`config.mk`:
```
export PLATFORM = sky130hd
export DESIGN_NAME = mc_controller_pl
export DESIGN_NICKNAME = d
export VERILOG_FILES = /design/src/rtl/mc_controller_pl.sv
export SDC_FILE = /design/constraint.sdc
export NUM_CORES = 1
export LEC_CHECK = 0
export CAP_MARGIN = 0
export CORE_MARGIN = 8
export CORE_UTILIZATION = 45
export CTS_BUF_LIST = sky130_fd_sc_hd__clkbuf_2 sky130_fd_sc_hd__clkbuf_4 sky130_fd_sc_hd__clkbuf_8
export CTS_CLUSTER_DIAMETER = 60
export DETAILED_ROUTE_END_ITERATION = 8
export PLACE_DENSITY = 0.92
export SYNTH_ARGS = -nofsm -noshare
export SYNTH_HDL_FRONTEND = slang
export SYNTH_SLANG_ARGS = --single-unit
export TNS_END_PERCENT = 10
```
`constraint.sdc`:
```
create_clock -name clk -period 1.8 [get_ports clk]
set_input_delay 0.54 -clock clk [delete_from_list [all_inputs] [get_ports clk]]
set_output_delay 0.54 -clock clk [all_outputs]
set_load 0.01 [all_outputs]
```
`src/rtl/mc_controller_pl.sv`:
```
// Multicycle ARM-subset controller: main FSM, registered flags/condition, multiply wait and FPU handshake.
// Optional FPU timeout watchdog enabled by defining MC_FPU_TIMEOUT_EN.
//
// state    | meaning
// ---------+----------------------------------------------------------
// IDLE     | after reset, all outputs low
// FETCH    | IR load, PC <- PC+4
// DECODE   | register read, condition latched
// MEMADR   | address = base + offset
// MEMRD    | data memory read
// MEMWB    | load result to register file
// MEMWR    | data memory write
// EXECR    | ALU op, register operand
// EXECI    | ALU op, immediate operand
// ALUWB    | ALU result to register file (and PC when Rd=15)
// MULWAIT  | multiplier latency, shared counter runs
// LMULWB1  | long multiply low word write
// LMULWB2  | long multiply high word write
// BRANCH   | branch target to PC
// FPUWAIT  | FPU start pulse, wait for done (or timeout)
module mc_controller_pl #(
  parameter int MUL_LAT = 3,
  parameter int FPU_TO  = 15,
  parameter int CNT_W   = 4
) (
  input  logic        clk,
  input  logic        reset,
  input  logic [31:4] Instr,
  input  logic [3:0]  ALUFlags,
  input  logic        FPUDone,
  output logic        FPUStart,
  output logic        PCWrite,
  output logic        MemWrite,
  output logic        RegWrite,
  output logic        IRWrite,
  output logic        FPUWrite,
  output logic        AdrSrc,
  output logic [1:0]  RegSrc,
  output logic [1:0]  ALUSrcA,
  output logic [1:0]  ALUSrcB,
  output logic [1:0]  ResultSrc,
  output logic [1:0]  ImmSrc,
  output logic [2:0]  ALUControl,
  output logic        longFlag,
  output logic        FPUErr
);

  typedef enum logic [3:0] {
    S_IDLE, S_FETCH, S_DECODE, S_MEMADR, S_MEMRD, S_MEMWB, S_MEMWR, S_EXECR,
    S_EXECI, S_ALUWB, S_MULWAIT, S_LMULWB1, S_LMULWB2, S_BRANCH, S_FPUWAIT
  } state_t;

  localparam logic [2:0] ALU_ADD = 3'b000;
  localparam logic [2:0] ALU_SUB = 3'b001;
  localparam logic [2:0] ALU_AND = 3'b010;
  localparam logic [2:0] ALU_ORR = 3'b011;
  localparam logic [2:0] ALU_MUL = 3'b100;
  localparam logic [2:0] ALU_EOR = 3'b101;

  // Counter only ever needs to reach the larger terminal count; saturating there
  // keeps cnt==0 meaning "first cycle in state" for arbitrarily long FPU waits.
  localparam int CNT_MAX = (MUL_LAT > FPU_TO) ? MUL_LAT : FPU_TO;
  localparam logic [CNT_W-1:0] CNT_SAT  = CNT_W'(CNT_MAX);
  localparam logic [CNT_W-1:0] MUL_LAST = CNT_W'(MUL_LAT - 1);

  state_t state, state_n;
  logic [CNT_W-1:0] cnt;
  logic [3:0] flags_q;
  logic condex_q, cond_ok, cv_upd, is_mul, is_long;
  logic [2:0] alu_dp;

  logic [3:0] cond, rd, mulf;
  logic [1:0] op;
  logic [5:0] funct;
  logic unused_instr;

  assign cond  = Instr[31:28];
  assign op    = Instr[27:26];
  assign funct = Instr[25:20];
  assign rd    = Instr[15:12];
  assign mulf  = Instr[7:4];
  assign unused_instr = ^{Instr[19:16], Instr[11:8]};

  assign is_mul  = (op == 2'b00) && !funct[5] && (mulf == 4'b1001);
  assign is_long = is_mul && funct[3];

  always_comb begin
    unique case (funct[4:1])
      4'b0100, 4'b1011: alu_dp = ALU_ADD;
      4'b0010, 4'b1010: alu_dp = ALU_SUB;
      4'b0000, 4'b1000: alu_dp = ALU_AND;
      4'b1100:          alu_dp = ALU_ORR;
      4'b0001, 4'b1001: alu_dp = ALU_EOR;
      default:          alu_dp = ALU_ADD;
    endcase
  end

  assign cv_upd = (alu_dp == ALU_ADD) || (alu_dp == ALU_SUB);

  // flags_q = {N,Z,C,V}
  always_comb begin
    unique case (cond)
      4'b0000: cond_ok = flags_q[2];
      4'b0001: cond_ok = !flags_q[2];
      4'b0010: cond_ok = flags_q[1];
      4'b0011: cond_ok = !flags_q[1];
      4'b0100: cond_ok = flags_q[3];
      4'b0101: cond_ok = !flags_q[3];
      4'b0110: cond_ok = flags_q[0];
      4'b0111: cond_ok = !flags_q[0];
      4'b1000: cond_ok = flags_q[1] && !flags_q[2];
      4'b1001: cond_ok = !flags_q[1] || flags_q[2];
      4'b1010: cond_ok = (flags_q[3] == flags_q[0]);
      4'b1011: cond_ok = (flags_q[3] != flags_q[0]);
      4'b1100: cond_ok = !flags_q[2] && (flags_q[3] == flags_q[0]);
      4'b1101: cond_ok = flags_q[2] || (flags_q[3] != flags_q[0]);
      4'b1110: cond_ok = 1'b1;
      default: cond_ok = 1'b0;
    endcase
  end

`ifdef MC_FPU_TIMEOUT_EN
  localparam logic [CNT_W-1:0] FPU_LAST = CNT_W'(FPU_TO - 1);
  logic fpu_timeout;
  assign fpu_timeout = (state == S_FPUWAIT) && condex_q && !FPUDone && (cnt == FPU_LAST);

  always_ff @(posedge clk or negedge reset) begin
    if (!reset)           FPUErr <= 1'b0;
    else if (fpu_timeout) FPUErr <= 1'b1;
  end
`else
  assign FPUErr = 1'b0;
`endif

  always_ff @(posedge clk or negedge reset) begin
    if (!reset) begin
      state    <= S_IDLE;
      cnt      <= '0;
      flags_q  <= 4'b0000;
      condex_q <= 1'b0;
    end else begin
      state <= state_n;
      if (state_n != state)  cnt <= '0;
      else if (cnt != CNT_SAT) cnt <= cnt + 1'b1;
      if (state == S_DECODE) condex_q <= cond_ok;
      if ((state == S_EXECR || state == S_EXECI) && funct[0] && condex_q)
        flags_q <= {ALUFlags[3:2], cv_upd ? ALUFlags[1:0] : flags_q[1:0]};
    end
  end

  always_comb begin
    state_n    = state;
    FPUStart   = 1'b0;
    PCWrite    = 1'b0;
    MemWrite   = 1'b0;
    RegWrite   = 1'b0;
    IRWrite    = 1'b0;
    FPUWrite   = 1'b0;
    AdrSrc     = 1'b0;
    RegSrc     = {(op == 2'b01) && !funct[0], op == 2'b10};
    ALUSrcA    = 2'b00;
    ALUSrcB    = 2'b00;
    ResultSrc  = 2'b00;
    ImmSrc     = op;
    ALUControl = ALU_ADD;
    longFlag   = 1'b0;
    case (state)
      S_IDLE: begin
        RegSrc  = 2'b00;
        ImmSrc  = 2'b00;
        state_n = S_FETCH;
      end
      S_FETCH: begin
        IRWrite   = 1'b1;
        PCWrite   = 1'b1;
        ALUSrcA   = 2'b01;
        ALUSrcB   = 2'b10;
        ResultSrc = 2'b10;
        state_n   = S_DECODE;
      end
      S_DECODE: begin
        ALUSrcA   = 2'b01;
        ALUSrcB   = 2'b10;
        ResultSrc = 2'b10;
        unique case (op)
          2'b00: state_n = is_mul ? S_MULWAIT : (funct[5] ? S_EXECI : S_EXECR);
          2'b01: state_n = S_MEMADR;
          2'b10: state_n = S_BRANCH;
          default: state_n = S_FPUWAIT;
        endcase
      end
      S_MEMADR: begin
        ALUSrcB = 2'b01;
        state_n = funct[0] ? S_MEMRD : S_MEMWR;
      end
      S_MEMRD: begin
        AdrSrc  = 1'b1;
        state_n = S_MEMWB;
      end
      S_MEMWB: begin
        ResultSrc = 2'b01;
        RegWrite  = condex_q;
        state_n   = S_FETCH;
      end
      S_MEMWR: begin
        AdrSrc   = 1'b1;
        MemWrite = condex_q;
        state_n  = S_FETCH;
      end
      S_EXECR: begin
        ALUControl = alu_dp;
        state_n    = S_ALUWB;
      end
      S_EXECI: begin
        ALUSrcB    = 2'b01;
        ALUControl = alu_dp;
        state_n    = S_ALUWB;
      end
      S_ALUWB: begin
        RegWrite = condex_q && (funct[4:3] != 2'b10);
        PCWrite  = condex_q && (rd == 4'd15);
        state_n  = S_FETCH;
      end
      S_MULWAIT: begin
        ALUControl = ALU_MUL;
        if (cnt == MUL_LAST) state_n = is_long ? S_LMULWB1 : S_ALUWB;
      end
      S_LMULWB1: begin
        RegWrite = condex_q;
        state_n  = S_LMULWB2;
      end
      S_LMULWB2: begin
        RegWrite = condex_q;
        longFlag = 1'b1;
        state_n  = S_FETCH;
      end
      S_BRANCH: begin
        ALUSrcB   = 2'b01;
        ResultSrc = 2'b10;
        PCWrite   = condex_q;
        state_n   = S_FETCH;
      end
      S_FPUWAIT: begin
        if (!condex_q) begin
          state_n = S_FETCH;
        end else begin
          FPUStart = (cnt == '0);
          if (FPUDone) begin
            FPUWrite = 1'b1;
            state_n  = S_FETCH;
          end
`ifdef MC_FPU_TIMEOUT_EN
          else if (fpu_timeout) state_n = S_FETCH;
`endif
        end
      end
      default: begin
        RegSrc  = 2'b00;
        ImmSrc  = 2'b00;
        state_n = S_IDLE;
      end
    endcase
  end

endmodule

```
==> metrics.md <==
| Metric | Value |
|---|---|
| Outcome | complete, but fails checks |
| Failing checks | setup timing |
| Pin count of the biggest net entering global routing | 14 |
| Most frequent cells in the layout | 58 x buf_4, 18 x buf_6, 15 x nor2_1, 15 x clkdlybuf4s50_1, 13 x buf_2 |
| Mapped Cells | 170 |
| TNS Setup | -6.39 ns |
| Cts bufs inserted | 3 |
| Crit start category | register |
| Inst Count DP | 307 |
| Slew Limit Fails | 0 |
| Met2 usage | between 30% and 40% |
| Post-route DRC | 0 |
| Total routed wirelength | roughly 6800 um |
| Max-cap violations | 0 |
| Clock power frac | around 6.4% |
| Final hold violations | 0 |
| Total grt overflow | 0 |
| Layout area overhead | 84.9% |
| Total Power | 3.30 mW |
| Switching Fraction | between 40% and 50% |
| RSZ-0062 raised after global routing | true |
| First-pass GRT wire length | between 9000 and 10000 um |
| Setup ws final | -0.369 ns |
| Xor-xnor portion of the synthesized cell area | approximately 3.7% |
| Critical setup path kind | reg2out |
| CTS Root Cell | clkbuf_4 |
| Nets@finish | 329 |
| Avg Inst Size Synth | roughly 8.4 um2 |
| Maximum root-to-sink buffer count | 2 |
| Site row count | 20 |
| Via/cell ratio | approximately 5.8 |
| Initial core utilization | 47.0% |
| P per Cell Area | 1250 nW/um2 |
| Min cycle time layout | between 2 and 2.5 ns |
| Die outline height | ~72 um |
| FMAX | ~0.46 GHz |
| Post-synthesis register bit count | 13 |
| Die Wd | between 70 and 80 um |
| IO Pins | 57 |
| Reg power frac | between 10% and 20% |
| Total die area | 5250 um2 |
| P_int | between 1.5 and 2 mW |
| Worst Path Max Fanout | 6 |
| Final Skew | between 0.01 and 0.015 ns |
| Main combinational cell family by area after synthesis | simple AND/OR/NAND/NOR gates |
| Final setup violating endpoints | 30 |
| Total GRT Usage | 21.7% |
| Crit path DAT | ~1.6 ns |
| CP Capture Type | primary output |
| Net Sw Power | 1.49 mW |
| CP Data Required Time | between 1 and 1.5 ns |
| DR vias | about 1900 |
| Post-route clock period utilization | 121% |
| Hold Buf Count CTS | 0 |
| Skew-Pair Late Insertion Delay | 0.29 ns |
| Hold WS | around 0.55 ns |
| ANT cells | 0 |
| CTS tree | built |
| Synth Area in Compound Gates | 20.9% |
| Most common cell after layout, fill and taps aside | buf_4 |
| Fin cells | between 300 and 400 |
| Async set-reset flop share out of synthesis | 100% |
| Lkg Pwr | approximately 1.3 nW |
| Vias in the first global route | 1911 |
| H-tree levels | 1 |
| Clock slew at reported path FFs | about 0.090 ns |
| Comb pwr share | about three quarters |
| FF-to-FF setup slack | -0.18 ns |
| PortBufs | 46 |
| Synth unique cells | 57 |
| Core Box Area | ~3000 um2 |
| Routability Congestion | between 0.9 and 1 |
| Number of DRC markers in iteration 0 | around 130 |
| Worst ir drop on vdd | about 0.64 mV |
| Final core occ | between 80 and 90% |
| Sink Count | 13 |
| Global Route met1 Usage | 24.2% |
| Adder-cell share of the synthesized area | under 10% |
| Post-route ant nets | 0 |
| Post-synth EDFFs | 0 |
| Synth Area in Simple Gates | between 20% and 30% |
| Met3 Track Usage GR | around 4.5% |
| Detailed Routing Iterations Pass 1 | 5 |
| Hold Crit Class | in2async |
| Sequential share of the synthesized area | a little under a quarter |
| Top Usage Layer GRT | met2 |
| Number of synthesis warnings | 0 |
| Post-Syn Area | about 1400 um2 |
| Layout cells sized above 1 | 55.6% |
| Routed wire per std cell | between 20 and 25 um |
| DP HPWL | around 3900 um |
| Mux cell area share after synthesis | 8.03% |
| Initial antenna violation count | 0 |
| Main synth FF type | dfrtp_1 |
-- cell usage after synthesis (4+ instances only) --
library cell	n	area (um2)
nand3_1	5	25.0
inv_1	10	37.5
nor3_1	8	40.0
a21oi_1	7	35.0
dfrtp_1	13	325
buf_6	4	45.0
ha_1	9	113
mux2_2	4	45.0
o21ai_0	6	30.0
clkbuf_1	4	15.0
nor2_1	18	67.6
mux2i_1	4	40.0
xnor2_1	4	35.0
nand2_1	13	48.8
-- critical path, cell delays in order (launching register included) --
cell and delay, ns:
dfrtp_2 0.47, buf_6 0.13, buf_6 0.09, nor2b_4 0.19, o2bb2ai_4 0.14, a21boi_2 0.17, buf_2 0.14
-- through the flow --
step,area (um2),worst slack [ns]
floorplan,1460,-0.0304
global placement,2320,-0.851
detailed placement,2320,-0.932
CTS,2490,-0.350
global route,2650,-0.421
finish,2650,-0.369
-- cells by family (layout without fill, tap and decap cells) --
group / Yosys count / in the layout
AO/OA/AOI/OAI: 39 / 39
XOR/XNOR: 6 / 6
adder cells (fa/ha/maj): 9 / 9
buffers and inverters: 21 / 134
flip-flops: 13 / 13
multiplexers: 10 / 10
other: 1 / 2
AND/OR/NAND/NOR: 71 / 71
-- power groups by stage --
stage                     combinational (mW)  sequential, mW  clock [mW]
after floorplan                         1.08           0.464           0
after global placement                  1.86           0.532           0
after detailed placement                1.91           0.535           0
after CTS                               2.08           0.528       0.203
after global routing                    2.63           0.578       0.232
final                                   2.52           0.568       0.211
-- what timing repair did --
action                     4_1_cts  5_1_grt
setup endpoints to repair       30       32
pin swaps                        8       19
gates resized for setup        105       54
buffers inserted                10        8
-- layer usage --
metal	share of wire, %	wire length, um
met1	38	2590
met2	48	3240
met3	8.5	571
met4	5.2	350
met5	0	0
-- cell type report --
class	count	area (um2)
clock buffer	4	30.0
fill	147	402
inverter	10	37.5
multi-input combinational	137	1190
sequential	13	330
tap	44	55.1
timing repair buffer	120	1000
-- final timing paths --
kind                                 start       endpoint  cells past startpoint
worst min-delay path                 reset         cnt[2]                      2
max in group asynchronous            reset       state[0]                      2
min in group clk                flags_q[1]     flags_q[1]                      1
worst max register to register    state[3]         cnt[1]                      9
worst min register to register  flags_q[1]     flags_q[1]                      1
worst max-delay path              state[3]  ALUControl[0]                      6
-- registers in the layout (all words and copies together), names as in the netlist --
signal,flops
cnt,4
condex_q,1
flags_q,4
state,4
Note: power is estimated with default switching activity, not from simulation.
